File: config.mk
export PLATFORM = sky130hd
export DESIGN_NAME = alu_seq
export DESIGN_NICKNAME = d
export VERILOG_FILES = /design/src/rtl/alu_seq_pkg.sv /design/src/rtl/alu_seq_comb.sv /design/src/rtl/alu_seq.sv
export SDC_FILE = /design/constraint.sdc
export NUM_CORES = 1
export LEC_CHECK = 0
export ABC_AREA = 1
export BUFFER_PORTS_ARGS = -buffer_cell sky130_fd_sc_hd__buf_2
export CORE_ASPECT_RATIO = 1.4
export CORE_UTILIZATION = 35
export DETAILED_ROUTE_END_ITERATION = 16
export GPL_ROUTABILITY_DRIVEN = 0
export GPL_TIMING_DRIVEN = 1
export MAX_ROUTING_LAYER = met4
export SYNTH_ARGS = -nofsm -noshare
export SYNTH_HDL_FRONTEND = slang
export SYNTH_SLANG_ARGS = --single-unit
File: constraint.sdc
create_clock -name Clock -period 3 [get_ports Clock]
set_input_delay 0.15 -clock Clock [delete_from_list [all_inputs] [get_ports Clock]]
set_output_delay 0.15 -clock Clock [all_outputs]
set_load 0.03 [all_outputs]
File: src/rtl/alu_seq_pkg.sv
// Shared opcodes and FSM state encoding for the sequential ALU (alu_seq).
package alu_seq_pkg;

    localparam logic [2:0] OP_AND = 3'b000;
    localparam logic [2:0] OP_NOR = 3'b001;
    localparam logic [2:0] OP_OR  = 3'b010;
    localparam logic [2:0] OP_XOR = 3'b011;
    localparam logic [2:0] OP_ADD = 3'b100;
    localparam logic [2:0] OP_SUB = 3'b101;
    localparam logic [2:0] OP_SLT = 3'b110;
    localparam logic [2:0] OP_MUL = 3'b111;

    typedef enum logic [1:0] {
        ST_IDLE    = 2'b00,
        ST_MUL_RUN = 2'b01,
        ST_DONE    = 2'b10
    } state_t;

endpackage

File: src/rtl/alu_seq_comb.sv
// Combinational WIDTH-bit logic/add/sub/set-less-than unit with carry and signed overflow.
module alu_comb
    import alu_seq_pkg::*;
#(
    parameter int WIDTH = 16
) (
    input  logic [WIDTH-1:0] a,
    input  logic [WIDTH-1:0] b,
    input  logic [2:0]       op,
    output logic [WIDTH-1:0] result,
    output logic             carry,
    output logic             overflow
);

    logic             sub_s;
    logic [WIDTH-1:0] b_eff_s;
    logic [WIDTH:0]   sum_s;
    logic             add_ovf_s;

    // Shared adder; SLT reuses the subtract path and corrects the sign with overflow
    always_comb begin
        sub_s     = (op == OP_SUB) || (op == OP_SLT);
        b_eff_s   = sub_s ? ~b : b;
        sum_s     = {1'b0, a} + {1'b0, b_eff_s} + {{WIDTH{1'b0}}, sub_s};
        add_ovf_s = (a[WIDTH-1] == b_eff_s[WIDTH-1]) && (sum_s[WIDTH-1] != a[WIDTH-1]);
        result    = {WIDTH{1'b0}};
        carry     = 1'b0;
        overflow  = 1'b0;
        case (op)
            OP_AND: result = a & b;
            OP_NOR: result = ~(a | b);
            OP_OR:  result = a | b;
            OP_XOR: result = a ^ b;
            OP_ADD, OP_SUB: begin
                result   = sum_s[WIDTH-1:0];
                carry    = sum_s[WIDTH];
                overflow = add_ovf_s;
            end
            OP_SLT: result = {{(WIDTH-1){1'b0}}, sum_s[WIDTH-1] ^ add_ovf_s};
            default: result = {WIDTH{1'b0}};
        endcase
    end

endmodule

File: src/rtl/alu_seq.sv
// Sequential WIDTH-bit ALU with valid/ready handshakes, registered result/flags and
// an iterative shift-add multiplier present only when ALU_SEQ_MUL_EN is defined.
module alu_seq
    import alu_seq_pkg::*;
#(
    parameter int WIDTH = 16
) (
    input  logic             Clock,
    input  logic             Reset,
    input  logic             InValid,
    output logic             InReady,
    input  logic [WIDTH-1:0] A,
    input  logic [WIDTH-1:0] B,
    input  logic [2:0]       Operation,
    output logic             OutValid,
    input  logic             OutReady,
    output logic [WIDTH-1:0] Result,
    output logic             Zero,
    output logic             Carry,
    output logic             Overflow
);

    state_t           state_r, state_nx;
    logic             in_ready_r, in_ready_nx;
    logic             out_valid_r, out_valid_nx;
    logic [WIDTH-1:0] result_r, result_nx;
    logic             zero_r, zero_nx, carry_r, carry_nx, ovf_r, ovf_nx;
    logic [WIDTH-1:0] alu_res_s;
    logic             alu_carry_s, alu_ovf_s;

`ifdef ALU_SEQ_MUL_EN
    localparam int CNT_W = $clog2(WIDTH) + 1;
    logic [2*WIDTH-1:0] acc_r, acc_nx, mcand_r, mcand_nx, acc_add_s;
    logic [WIDTH-1:0]   mplier_r, mplier_nx;
    logic [CNT_W-1:0]   cnt_r, cnt_nx;
`endif

    alu_comb #(.WIDTH(WIDTH)) u_alu (
        .a        (A),
        .b        (B),
        .op       (Operation),
        .result   (alu_res_s),
        .carry    (alu_carry_s),
        .overflow (alu_ovf_s)
    );

    // Next-state, handshake and datapath updates
    always_comb begin
        state_nx     = state_r;
        out_valid_nx = out_valid_r;
        result_nx    = result_r;
        zero_nx      = zero_r;
        carry_nx     = carry_r;
        ovf_nx       = ovf_r;
`ifdef ALU_SEQ_MUL_EN
        acc_nx    = acc_r;
        mcand_nx  = mcand_r;
        mplier_nx = mplier_r;
        cnt_nx    = cnt_r;
        acc_add_s = acc_r + (mplier_r[0] ? mcand_r : {(2*WIDTH){1'b0}});
`endif
        case (state_r)
            ST_IDLE: begin
                if (InValid && in_ready_r) begin
                    if (Operation == OP_MUL) begin
`ifdef ALU_SEQ_MUL_EN
                        // The accept edge performs step 0 so OutValid lands WIDTH cycles later
                        state_nx  = ST_MUL_RUN;
                        acc_nx    = B[0] ? {{WIDTH{1'b0}}, A} : {(2*WIDTH){1'b0}};
                        mcand_nx  = {{(WIDTH-1){1'b0}}, A, 1'b0};
                        mplier_nx = {1'b0, B[WIDTH-1:1]};
                        cnt_nx    = CNT_W'(1);
`else
                        state_nx     = ST_DONE;
                        out_valid_nx = 1'b1;
                        result_nx    = {WIDTH{1'b0}};
                        zero_nx      = 1'b1;
                        carry_nx     = 1'b0;
                        ovf_nx       = 1'b1;
`endif
                    end else begin
                        state_nx     = ST_DONE;
                        out_valid_nx = 1'b1;
                        result_nx    = alu_res_s;
                        zero_nx      = (alu_res_s == {WIDTH{1'b0}});
                        carry_nx     = alu_carry_s;
                        ovf_nx       = alu_ovf_s;
                    end
                end else begin
                    state_nx = ST_IDLE;
                end
            end
`ifdef ALU_SEQ_MUL_EN
            ST_MUL_RUN: begin
                acc_nx    = acc_add_s;
                mcand_nx  = mcand_r << 1;
                mplier_nx = mplier_r >> 1;
                cnt_nx    = cnt_r + CNT_W'(1);
                if (cnt_r == CNT_W'(WIDTH - 1)) begin
                    state_nx     = ST_DONE;
                    out_valid_nx = 1'b1;
                    result_nx    = acc_add_s[WIDTH-1:0];
                    zero_nx      = (acc_add_s[WIDTH-1:0] == {WIDTH{1'b0}});
                    carry_nx     = 1'b0;
                    ovf_nx       = |acc_add_s[2*WIDTH-1:WIDTH];
                end else begin
                    state_nx = ST_MUL_RUN;
                end
            end
`endif
            ST_DONE: begin
                if (OutReady) begin
                    state_nx     = ST_IDLE;
                    out_valid_nx = 1'b0;
                end else begin
                    state_nx = ST_DONE;
                end
            end
            default: begin
                state_nx     = ST_IDLE;
                out_valid_nx = 1'b0;
            end
        endcase
        in_ready_nx = (state_nx == ST_IDLE);
    end

    // State, handshake, output and multiplier registers
    always_ff @(posedge Clock) begin
        if (Reset) begin
            state_r     <= ST_IDLE;
            in_ready_r  <= 1'b0;
            out_valid_r <= 1'b0;
            result_r    <= {WIDTH{1'b0}};
            zero_r      <= 1'b0;
            carry_r     <= 1'b0;
            ovf_r       <= 1'b0;
`ifdef ALU_SEQ_MUL_EN
            acc_r    <= {(2*WIDTH){1'b0}};
            mcand_r  <= {(2*WIDTH){1'b0}};
            mplier_r <= {WIDTH{1'b0}};
            cnt_r    <= {CNT_W{1'b0}};
`endif
        end else begin
            state_r     <= state_nx;
            in_ready_r  <= in_ready_nx;
            out_valid_r <= out_valid_nx;
            result_r    <= result_nx;
            zero_r      <= zero_nx;
            carry_r     <= carry_nx;
            ovf_r       <= ovf_nx;
`ifdef ALU_SEQ_MUL_EN
            acc_r    <= acc_nx;
            mcand_r  <= mcand_nx;
            mplier_r <= mplier_nx;
            cnt_r    <= cnt_nx;
`endif
        end
    end

    assign InReady  = in_ready_r;
    assign OutValid = out_valid_r;
    assign Result   = result_r;
    assign Zero     = zero_r;
    assign Carry    = carry_r;
    assign Overflow = ovf_r;

endmodule

==> impl_results.md <==
- Worst Tran Pin Value: 0.610 ns
- Max cap viols: 0
- Clock Skews: 0.00455 ns
- Max Clock Freq: 381 MHz
- CTS Sinks: 22
- Hpwl dp: 7350 µm
- Final Power: 1.33 mW
- Root Buffer: clkbuf_16
- Largest net degree at the start of global routing: 19
- Cells after Synth: 490
- Worst skew pair latency: 0.25 ns
- Leak: 2.08 nW
- Crit-path most repeated cell: nand2_1
- First-pass GRT wire length: 14500 µm
- Drt via density: 5.11
- Crit Path Max Fanout: 8
- Initial antenna violation count: 0
- Initial Util: 36.3%
- Slowest CP cell: ha_1
- Warnings from Yosys: 0
- Syn_area_per_cell: 6.11 µm²
- Fin. Hold Viols: 0
- Via count: 3320
- Final Instance Area: 3530 µm²
- CTS tree: yes
- Delay-heaviest family, CP: simple AND/OR/NAND/NOR gates
- Hold Buf Count CTS: 0
- Core footprint: 8250 µm²
- Area Growth Syn to Fin: 17.8%
- Full die area: 8940 µm²
- Starting DRT DRC Count: 134
- Clk slew on worst S/H paths: 0.06 ns
- Total Negative Setup Slacks: 0 ns
- Yosys cell types: 29
- Inserted Diodes: 0
- GRT overflow: 0
- Ports: 60
- Setup Crit Path Kind: input port to flop
- Row count: 39
- Total Routed Length: 8780 µm
- Crit path required time: 3.19 ns
- Synthesized area: 3000 µm²
- Syn_nets: 577
- Slew Limit Fails: 0
- Gr usage total: 20.8%
- Number of CTS-inserted buffers: 3
- H-tree Lvls: 1
- Worst Path Arrival: 2.82 ns
- Status: completed
- Wire length per cell: 13.5 µm
- Share of cells above drive strength 1: 14.4%
- Critical Path End Type: flop
- Seq cells post-synth: 22
- Worst Path Buf+Inv: 4
- Final setup violation count: 0
- Inst Count DP: 646
- ANT nets after route: 0
- DR pass1 iterations: 4
- Die Y: 111 µm
- # fillers: 920
- Pwr Density: 377 nW/µm²
- Setup Buffers After CTS: 0
- Startpoint Class: input port
- Finished Core Util: 42.8%
- Fin crit period: 2.63 ns
- Seq/Total Area, Yosys: 14.7%
- I/O Buffers: 59
- DRC violations left: 0
- Slew HR: 59.1%
- Hold Path Class: input port to flop
- Final nets: 636
- Placement-stage cell area: 3420 µm²
- Max Root-Sink Buffers: 2
- Worst vdd ir: 0.000412 V
- Max incr delay on CP: 0.38 ns
- Post-CTS Resized: 0
- RSZ-0062 raised after global routing: no
- Horiz. Die Dim: 80.2 µm
- Vias in the first global route: 3218
- CP cell instances: buf_2 -> inv_1 -> nand3_1 -> nand2_1 -> buf_4 -> xor2_1 -> ha_1 -> nand2_1 -> nor2_1 -> nand3_1 -> nand3_1 -> nand2_1 -> nand3_1 -> nand2_1 -> inv_1 -> nand4_1 -> nor3_1 -> nand2_1 -> a21oi_2
- Final worst path period share: 87.6%
- Fin cells: 650
through the flow:
stage	worst slack (ns)	hold slack, ns
5_1_grt	0.0560	0.0922
2_1_floorplan	0.400	0.250
3_5_place_dp	0.126	0.354
6_report	0.373	0.0849
4_1_cts	0.361	0.0852
3_3_place_gp	0.161	0.351
path summary, 6_finish.rpt:
| check | startpoint | endpoint | slack [ns] | cells after the start |
|---|---|---|---|---|
| worst max register to register | state_r[1] | Result[6] | 1.27 | 7 |
| worst max-delay path | Operation[1] | Zero | 0.37 | 19 |
| worst min register to register | state_r[1] | OutValid | 0.44 | 1 |
| worst min-delay path | OutReady | OutValid | 0.08 | 2 |
per-layer routing:
metal / global-route usage, % / wire length (µm) / up-vias
li1: - / - / 1688
met1: 23.6 / 3710 / 1507
met2: 36.6 / 4330 / 95
met3: 1.64 / 359 / 30
met4: 8.93 / 371 / 0
met5: - / 0 / -
cell usage after synthesis (all sizes together):
cell type,number,area [µm²]
nor3,4,25.0
nand4,6,37.5
a21o,1,7.51
nand3,42,220
a221oi,6,52.6
nand3b,3,22.5
o211ai,13,97.6
nand2,130,493
o21ai,22,110
o21bai,1,7.51
ha,47,588
xor2,15,131
buf,7,35.0
and2,3,18.8
a31oi,1,6.26
fa,1,20.0
or2,1,6.26
clkbuf,5,18.8
inv,93,349
o2111ai,2,17.5
dfxtp,22,440
a211oi,3,22.5
nor2,42,158
a21oi,19,98.9
o2111a,1,11.3
sequential cells by signal, summed over array words and instances, names as in the netlist:
register and count:
Zero 1, InReady 1, state_r 1, Carry 1
OutValid 1, Result 16, Overflow 1
area by class of cell:
| cell class | count | area (µm²) | share of cell area [%] |
|---|---|---|---|
| clock inverters | 1 | 30.0 | 0.851 |
| inverters | 93 | 349 | 9.89 |
| flip-flops and latches | 22 | 440 | 12.5 |
| multi-input cells | 363 | 2160 | 61.2 |
| well taps | 102 | 128 | 3.62 |
| clock buffers | 3 | 75.1 | 2.13 |
| repair buffers | 66 | 348 | 9.85 |
cells by family (layout without fill, tap and decap cells):
family	Yosys count	count (layout)	synth area share [%]
simple gates	231	231	32.7
fa+ha+maj	48	48	20.3
buf+inv	105	163	13.5
flops	22	22	14.7
xor+xnor	15	15	4.39
compound gates	69	69	14.4
worst reg2reg max path, delay by kind of cell (launching register included):
family / cells / cell delay [ns]
simple gates: 2 / 0.36
compound gates: 1 / 0.10
buf+inv: 4 / 0.87
flops: 1 / 0.31
power breakdown:
| group | switching [mW] | internal [mW] | total, mW | leakage, nW |
|---|---|---|---|---|
| clock network | 0.105 | 0.265 | 0.370 | 0.0511 |
| logic | 0.415 | 0.219 | 0.634 | 1.85 |
| registers | 0.0107 | 0.314 | 0.325 | 0.181 |
| total | 0.531 | 0.799 | 1.33 | 2.08 |
placed cells by master, fill, tap and decap left out, types with 2 or more instances in the layout:
cell type,Yosys,layout
nand2_1,128,128
inv_1,93,93
buf_2,7,59
ha_1,47,47
nor2_1,42,41
nand3_1,40,40
dfxtp_1,22,22
o21ai_0,22,22
a21oi_1,18,18
xor2_1,15,15
o211ai_1,13,13
buf_4,0,7
a221oi_1,6,6
nand4_1,6,6
and2_1,3,3
a211oi_1,3,3
nand3b_1,3,3
clkbuf_16,0,3
nand3_2,2,2
nand2_2,2,2
nor3_1,3,2
nor3_2,1,2
o2111ai_1,2,2
Power figures use the tool's default switching activity.
